--- src/rtl/fifo36_pkg.sv ---
// Field layout of the 36-bit framed FIFO word, shared by the framing logic.
package fifo36_pkg;

    localparam int SOF_BIT = 32;
    localparam int EOF_BIT = 33;
    localparam int OCC_MSB = 35;
    localparam int OCC_LSB = 34;

    typedef logic [35:0] fifo36_word_t;

    // occ is only meaningful on an EOF word; 0 means all four bytes are valid
    function automatic logic [1:0] occ_last_idx(input logic eof, input logic [1:0] occ);
        return (eof && occ != 2'd0) ? occ - 2'd1 : 2'd3;
    endfunction

endpackage

--- src/rtl/fifo36_byte_unpacker.sv ---
// Splits 36-bit framed FIFO words into a byte stream with SOF/EOF and flags framing errors.
// Optional: `define FIFO36_UNPACK_ERRCNT_EN adds a saturating err_count output.
module fifo36_byte_unpacker
    import fifo36_pkg::*;
#(
    parameter bit BIG_ENDIAN  = 1'b1,
    parameter bit DROP_ORPHAN = 1'b1
) (
    input  logic         clk,
    input  logic         rst_n,
    input  fifo36_word_t datain,
    input  logic         src_rdy_i,
    output logic         dst_rdy_o,
    output logic [7:0]   dataout,
    output logic         sof_o,
    output logic         eof_o,
    output logic         src_rdy_o,
    input  logic         dst_rdy_i,
    output logic         frame_err
`ifdef FIFO36_UNPACK_ERRCNT_EN
    ,
    output logic [15:0]  err_count
`endif
);

    logic [31:0] word_q, word_n;
    logic [1:0]  idx_q, idx_n, last_q, last_n, lane_n;
    logic        sofw_q, sofw_n, eofw_q, eofw_n;
    logic        held_n, in_frame_q;
    logic        last_byte, out_xfer, in_xfer, load, err;
    logic        w_sof, w_eof, orphan, drop;
    logic [1:0]  w_occ;

    assign w_sof  = datain[SOF_BIT];
    assign w_eof  = datain[EOF_BIT];
    assign w_occ  = datain[OCC_MSB:OCC_LSB];

    // src_rdy_o doubles as the "word held" flag
    assign last_byte = (idx_q == last_q);
    assign out_xfer  = src_rdy_o & dst_rdy_i;
    assign dst_rdy_o = ~src_rdy_o | (out_xfer & last_byte);
    assign in_xfer   = src_rdy_i & dst_rdy_o;

    assign orphan = ~w_sof & ~in_frame_q;
    assign drop   = orphan & DROP_ORPHAN;
    assign load   = in_xfer & ~drop;
    assign err    = in_xfer & ((w_sof & in_frame_q) | orphan | ((w_occ != 2'd0) & ~w_eof));

    always_comb begin
        held_n = src_rdy_o;
        word_n = word_q;
        idx_n  = idx_q;
        last_n = last_q;
        sofw_n = sofw_q;
        eofw_n = eofw_q;
        if (load) begin
            held_n = 1'b1;
            word_n = datain[31:0];
            idx_n  = 2'd0;
            last_n = occ_last_idx(w_eof, w_occ);
            sofw_n = w_sof;
            eofw_n = w_eof;
        end else if (out_xfer) begin
            if (last_byte) held_n = 1'b0;
            else           idx_n  = idx_q + 2'd1;
        end
    end

    // byte index 0 maps to lane 3 ([31:24]) in big-endian order
    assign lane_n = BIG_ENDIAN ? ~idx_n : idx_n;

    always_ff @(posedge clk) begin
        if (!rst_n) begin
            word_q     <= '0;
            idx_q      <= '0;
            last_q     <= '0;
            sofw_q     <= 1'b0;
            eofw_q     <= 1'b0;
            in_frame_q <= 1'b0;
            src_rdy_o  <= 1'b0;
            dataout    <= '0;
            sof_o      <= 1'b0;
            eof_o      <= 1'b0;
            frame_err  <= 1'b0;
        end else begin
            word_q    <= word_n;
            idx_q     <= idx_n;
            last_q    <= last_n;
            sofw_q    <= sofw_n;
            eofw_q    <= eofw_n;
            src_rdy_o <= held_n;
            if (held_n) dataout <= word_n[{lane_n, 3'b000} +: 8];
            sof_o     <= held_n & sofw_n & (idx_n == 2'd0);
            eof_o     <= held_n & eofw_n & (idx_n == last_n);
            frame_err <= err;
            if (in_xfer) begin
                if (w_sof)      in_frame_q <= ~w_eof;
                else if (w_eof) in_frame_q <= 1'b0;
            end
        end
    end

`ifdef FIFO36_UNPACK_ERRCNT_EN
    always_ff @(posedge clk) begin
        if (!rst_n)                             err_count <= '0;
        else if (err && err_count != 16'hFFFF)  err_count <= err_count + 16'd1;
    end
`endif

endmodule
--- config.mk ---
export PLATFORM = sky130hd
export DESIGN_NAME = fifo36_byte_unpacker
export DESIGN_NICKNAME = d
export VERILOG_FILES = /design/src/rtl/fifo36_pkg.sv /design/src/rtl/fifo36_byte_unpacker.sv
export SDC_FILE = /design/constraint.sdc
export NUM_CORES = 1
export LEC_CHECK = 0
export ABC_CLOCK_PERIOD_IN_PS = 3660
export CORE_MARGIN = 2
export CORE_UTILIZATION = 40
export DETAILED_ROUTE_END_ITERATION = 7
export PLACE_DENSITY = 0.69
export SETUP_SLACK_MARGIN = 0.02
export SYNTH_ARGS = -nofsm -noshare
export SYNTH_HDL_FRONTEND = slang
export SYNTH_SLANG_ARGS = --single-unit
--- constraint.sdc ---
create_clock -name clk -period 3.66 [get_ports clk]
set_input_delay 0.366 -clock clk [delete_from_list [all_inputs] [get_ports clk]]
set_output_delay 0.366 -clock clk [all_outputs]
set_load 0.02 [all_outputs]
---- Word-level counts from Yosys, hierarchy flattened ----
Index checks and enable logic that the tools add are counted.
word-level totals
  register bits ........................... 51
  input bits .............................. 40
  word-level logic and storage cells ...... 55
operators by class
  $add $sub $neg .......................... 2
  equal/unequal tests ..................... 2
  shifts and indexed selects .............. 1
  multiplexer cells ....................... 13
  bitwise logic cells ..................... 21
  reductions and logical operators ........ 5
operators by type and width
  cell                                              number
  two-way mux 32 bit                                1
  indexed part select 32 x 6 -> 8 bit               1
  bitwise AND 1 bit                                 12
  two-way mux 2 bit                                 5
  two-way mux 1 bit                                 7
  inverter 1 bit                                    5
  == test 2 bit                                     2
  nonzero test 2 bit                                2
  OR 1 bit                                          3
  adder 2 x 1 -> 2 bit, second input constant       1
  zero test 2 bit                                   1
  inverter 2 bit                                    1
  AND reduction 2 bit                               1
  subtractor 2 x 1 -> 2 bit, second input constant  1
  logical AND 1 bit                                 1

---- Depth between registers and ports, before layout ----
  depth in word-level cells ............... 8
  depth in mapped cells ................... 9

---- Least setup slack after synthesis ----
Ideal clock, no wire load.
  path kind ............................... register to register
  start ................................... register src_rdy_o
  end ..................................... register dataout[6]
  library setup time ...................... 0.116 ns
  data arrival time ....................... 1.733 ns
  data required time ...................... 3.544 ns
  setup slack ............................. 1.811 ns
  stages on the path, launching flop included .. 7
  cells stage by stage .................... dfxtp_1 nand3_1 o21ai_2 buf_6 mux2i_1 mux2i_1 o211a_1
on the way
  longest elaborated chain between the ends .. 8
  elaborated cells between the ends (all ways) .. 14
ends and longest elaborated chain
  item                                 line                        source
  from (decl)                          fifo36_byte_unpacker.sv:17  output logic src_rdy_o,
  from (signal assigned)               fifo36_byte_unpacker.sv:91  src_rdy_o <= held_n;
  bitwise AND 1 bit                    fifo36_byte_unpacker.sv:40  assign out_xfer = src_rdy_o & dst_rdy_i;
  bitwise AND 1 bit                    fifo36_byte_unpacker.sv:41  assign dst_rdy_o = ~src_rdy_o | (out_xfer & last_byte);
  OR 1 bit                             fifo36_byte_unpacker.sv:41
  bitwise AND 1 bit                    fifo36_byte_unpacker.sv:42  assign in_xfer = src_rdy_i & dst_rdy_o;
  bitwise AND 1 bit                    fifo36_byte_unpacker.sv:46  assign load = in_xfer & ~drop;
  two-way mux 2 bit                    fifo36_byte_unpacker.sv:56  if (load) begin
  inverter 2 bit                       fifo36_byte_unpacker.sv:70  assign lane_n = BIG_ENDIAN ? ~idx_n : idx_n;
  indexed part select 32 x 6 -> 8 bit  fifo36_byte_unpacker.sv:92  if (held_n) dataout <= word_n[{lane_n, 3'b000} +: 8];
  to (signal assigned)                 fifo36_byte_unpacker.sv:92
  to (decl)                            fifo36_byte_unpacker.sv:14  output logic [7:0] dataout,
Parallel ways exist; a longest one is shown, timed or not.
A chain may end at the register's enable or synchronous reset.

---- Worst setup path after layout ----
  start ................................... input dst_rdy_i
  end ..................................... output dst_rdy_o
on the way
  longest elaborated chain between the ends .. 3
ends and longest elaborated chain
  item               line                        source
  from (decl)        fifo36_byte_unpacker.sv:18  input logic dst_rdy_i,
  bitwise AND 1 bit  fifo36_byte_unpacker.sv:40
  bitwise AND 1 bit  fifo36_byte_unpacker.sv:41
  OR 1 bit           fifo36_byte_unpacker.sv:41
  to (decl)          fifo36_byte_unpacker.sv:13  output logic dst_rdy_o,
No other way between the ends.

==> flow_metrics.py <==
metrics = {
    "setup_path": {
        "cp_max_fanout": 14,
        "required_ns": 3.29,
        "critPathCaptureType": "primary output",
        "worstPathArrival_ns": 2.30,
        "critical_path.startpoint_type": "primary input",
        "path_class": "in2out",
    },
    "grt": {
        "grt.total_usage_pct": 16.7,
        "pin_count_of_the_biggest_net_entering_global_routing": 27,
        "antenna_violations_before_repair": 0,
        "wire_length_of_the_first_global_routing_pass_mm": 8.32,
        "number_of_global_route_vias_before_repair": 1796,
        "grt-ovfl-total": 0,
    },
    "placed_design": {
        "place_hpwl_mm": 3.76,
        "buffer_ports.inserted": 52,
        "dpl_cell_area_um2": 2890,
        "finalWeightedCongestion": 0.719,
    },
    "clock_network": {
        "holdBufCountCts": 0,
        "clock_sink_count": 51,
        "tritoncts": "done",
        "htreeDepth": 2,
        "cts_root_buffer": "sky130_fd_sc_hd__clkbuf_8",
        "cts-buffers-inserted": 5,
        "cts_resized": 0,
        "cts.repair_timing.setup_buffer_count": 0,
        "clk-insertion-delay-late_ns": 0.30,
        "clk_transition_reported_paths_ns": 0.09,
        "clk_path_buf_depth": 2,
    },
    "sta": {
        "worst_max_slew_pin_slew_ns": 0.892,
        "post-route-period-util_pct": 72.9,
        "max_slew_margin_pct": 40.2,
        "finClkSkew_ns": 0.00444,
        "finalMaxSlewViolations": 0,
        "rsz0062_at_grt": "false",
        "report.final.setup_viol": 0,
        "report.final.hold_viol_count": 0,
        "finalWorstPathRequiredPeriod_ns": 2.67,
        "max_freq_ghz": 0.375,
        "summed_negative_setup_slack_over_all_endpoints_ns": 0,
    },
    "min_path": {
        "min_path_type": "reg2reg",
    },
    "synth": {
        "seq_area_frac_synth_pct": 44.1,
        "synth.cells.most_frequent": "87 x sky130_fd_sc_hd__nand2_1, 51 x sky130_fd_sc_hd__dfxtp_1, 36 x sky130_fd_sc_hd__a21oi_1",
        "syn_nets": 325,
        "mean_post_synth_cell_area_um2": 8.18,
        "async_reset_ff_share_pct": 0,
        "synth_cells": 283,
        "synth_top_cells_by_area": "sky130_fd_sc_hd__dfxtp_1 44%, sky130_fd_sc_hd__nand2_1 14%, sky130_fd_sc_hd__mux2i_1 9.1%, sky130_fd_sc_hd__a21oi_1 7.8%, sky130_fd_sc_hd__o211a_1 3.0%",
        "synth_flop_type": "sky130_fd_sc_hd__dfxtp_1",
        "netlist.area_leader.share_pct": 44.1,
        "yosysUniqueCellTypes": 38,
        "syn-cell-area_um2": 2310,
        "synth.yosys.warnings": 0,
        "synthMostInstantiatedCell": "sky130_fd_sc_hd__nand2_1",
        "ys_ff_latch": 51,
        "synth_enable_flop_cells": 0,
        "synth_largest_area_cell": "sky130_fd_sc_hd__dfxtp_1",
    },
    "detailed_routing": {
        "routed_wire_length_per_instance_um": 13.4,
        "postRouteWirelength_mm": 5.40,
        "drt_pass1_iterations": 4,
        "num_vias": 2035,
        "drt.antenna.violating_nets": 0,
        "detail_route.vias_per_cell": 5.04,
        "dr.first_iter.drc_count": 96,
        "drc": 0,
    },
    "die": {
        "core_area_um2": 5540,
        "initial_utilization_pct": 41.8,
        "die_y_um": 80.1,
        "ios": 53,
        "design.die.area_um2": 6410,
        "rows": 27,
        "chipWidth_um": 80.1,
    },
    "layout": {
        "final_core_util_pct": 54.0,
        "areaGrowthSynthToFinish_pct": 29.2,
        "final.fill_count": 557,
        "finalNetCount": 373,
        "fraction_of_final_layout_cells_sized_beyond_drive_strength_1_pct": 6.63,
        "antenna_cells": 0,
        "fin_area_um2": 2990,
    },
    "pwr": {
        "irDropWorstVdd_v": 0.000276,
        "cellLeakagePower_nw": 1.18,
        "powerDensity_nw_per_um2": 395,
    },
    "job": {
        "drv_cap": 0,
    },
    "run_status": {
        "status": "complete, no violations",
    },
}
cells by family (layout without fill, tap and decap cells):
logic type	Yosys count	in the layout	share of synthesized area [%]
simple gates	114	114	20.5
flops	51	51	44.1
buf+inv	28	77	5.57
fa+ha+maj	2	2	1.08
compound gates	63	63	17.7
xor+xnor	3	3	1.46
mux	22	22	9.57
metrics by stage:
| step | hold slack (ns) | worst slack, ns | std cells | total power, mW |
|---|---|---|---|---|
| finish | 0.457 | 0.992 | 404 | 1.18 |
| global route | 0.474 | 0.925 | 404 | 1.23 |
| CTS | 0.459 | 0.991 | 404 | 1.18 |
| detailed placement | 0.446 | 0.886 | 396 | 0.844 |
| global placement | 0.441 | 1.00 | 396 | 0.839 |
| floorplan | 0.433 | 1.81 | 283 | 0.744 |
final timing paths:
kind,endpoint,startpoint,depth (start not counted),slack [ns]
hold reg to reg,eofw_q$_SDFF_PN0_,eofw_q$_SDFF_PN0_,2,0.46
setup reg to reg,dataout[7]$_SDFFE_PN0P_,last_q[1]$_SDFF_PN0_,7,1.30
setup / recovery,dst_rdy_o,dst_rdy_i,4,0.99
hold / removal,eofw_q$_SDFF_PN0_,eofw_q$_SDFF_PN0_,2,0.46
final cells by class:
class                      count  area, um^2  area share [%]
multi-input combinational    204        1160            39.0
clock buffer                   8         100            3.35
sequential                    51        1020            34.1
timing repair buffer          60         581            19.4
tap                           72        90.1            3.01
inverter                       9        33.8            1.13
state kept, by name, summed over array words and instances (netlist names), 2 cells and up:
register / flops
word_q: 32
last_q: 2
idx_q: 2
dataout: 8
cell usage in the layout (no fill, tap or decap), drive strengths merged, types with 3 or more instances in the layout:
cell type / Yosys / final
nand3: 9 / 9
o21ai: 8 / 8
inv: 9 / 9
nor2: 4 / 4
nor3: 4 / 4
o211a: 7 / 7
dfxtp: 51 / 51
clkdlybuf4s50: 0 / 52
nand2: 87 / 87
a21oi: 36 / 36
buf: 11 / 8
and2: 3 / 3
nand2b: 3 / 3
mux2i: 21 / 21
clkbuf: 8 / 8
power by group:
part / internal [mW] / switching (mW) / leakage, nW
combinational: 0.109 / 0.112 / 0.714
sequential: 0.590 / 0.0209 / 0.417
clock: 0.173 / 0.177 / 0.0515
critical path: stages:
cell and delay, ns:
sky130_fd_sc_hd__clkdlybuf4s50_1 0.53, sky130_fd_sc_hd__inv_1 0.09, sky130_fd_sc_hd__o31ai_4 0.59, sky130_fd_sc_hd__clkdlybuf4s50_1 0.72
per-layer routing:
layer	global-route usage [%]	vias to the layer above	routed length, um
met4	4.07	0	44
met5	0	-	0
met1	21.7	932	2520
li1	-	1046	-
met2	28.3	51	2600
met3	3.71	6	234
No activity file was read; power rests on OpenSTA's default activity.
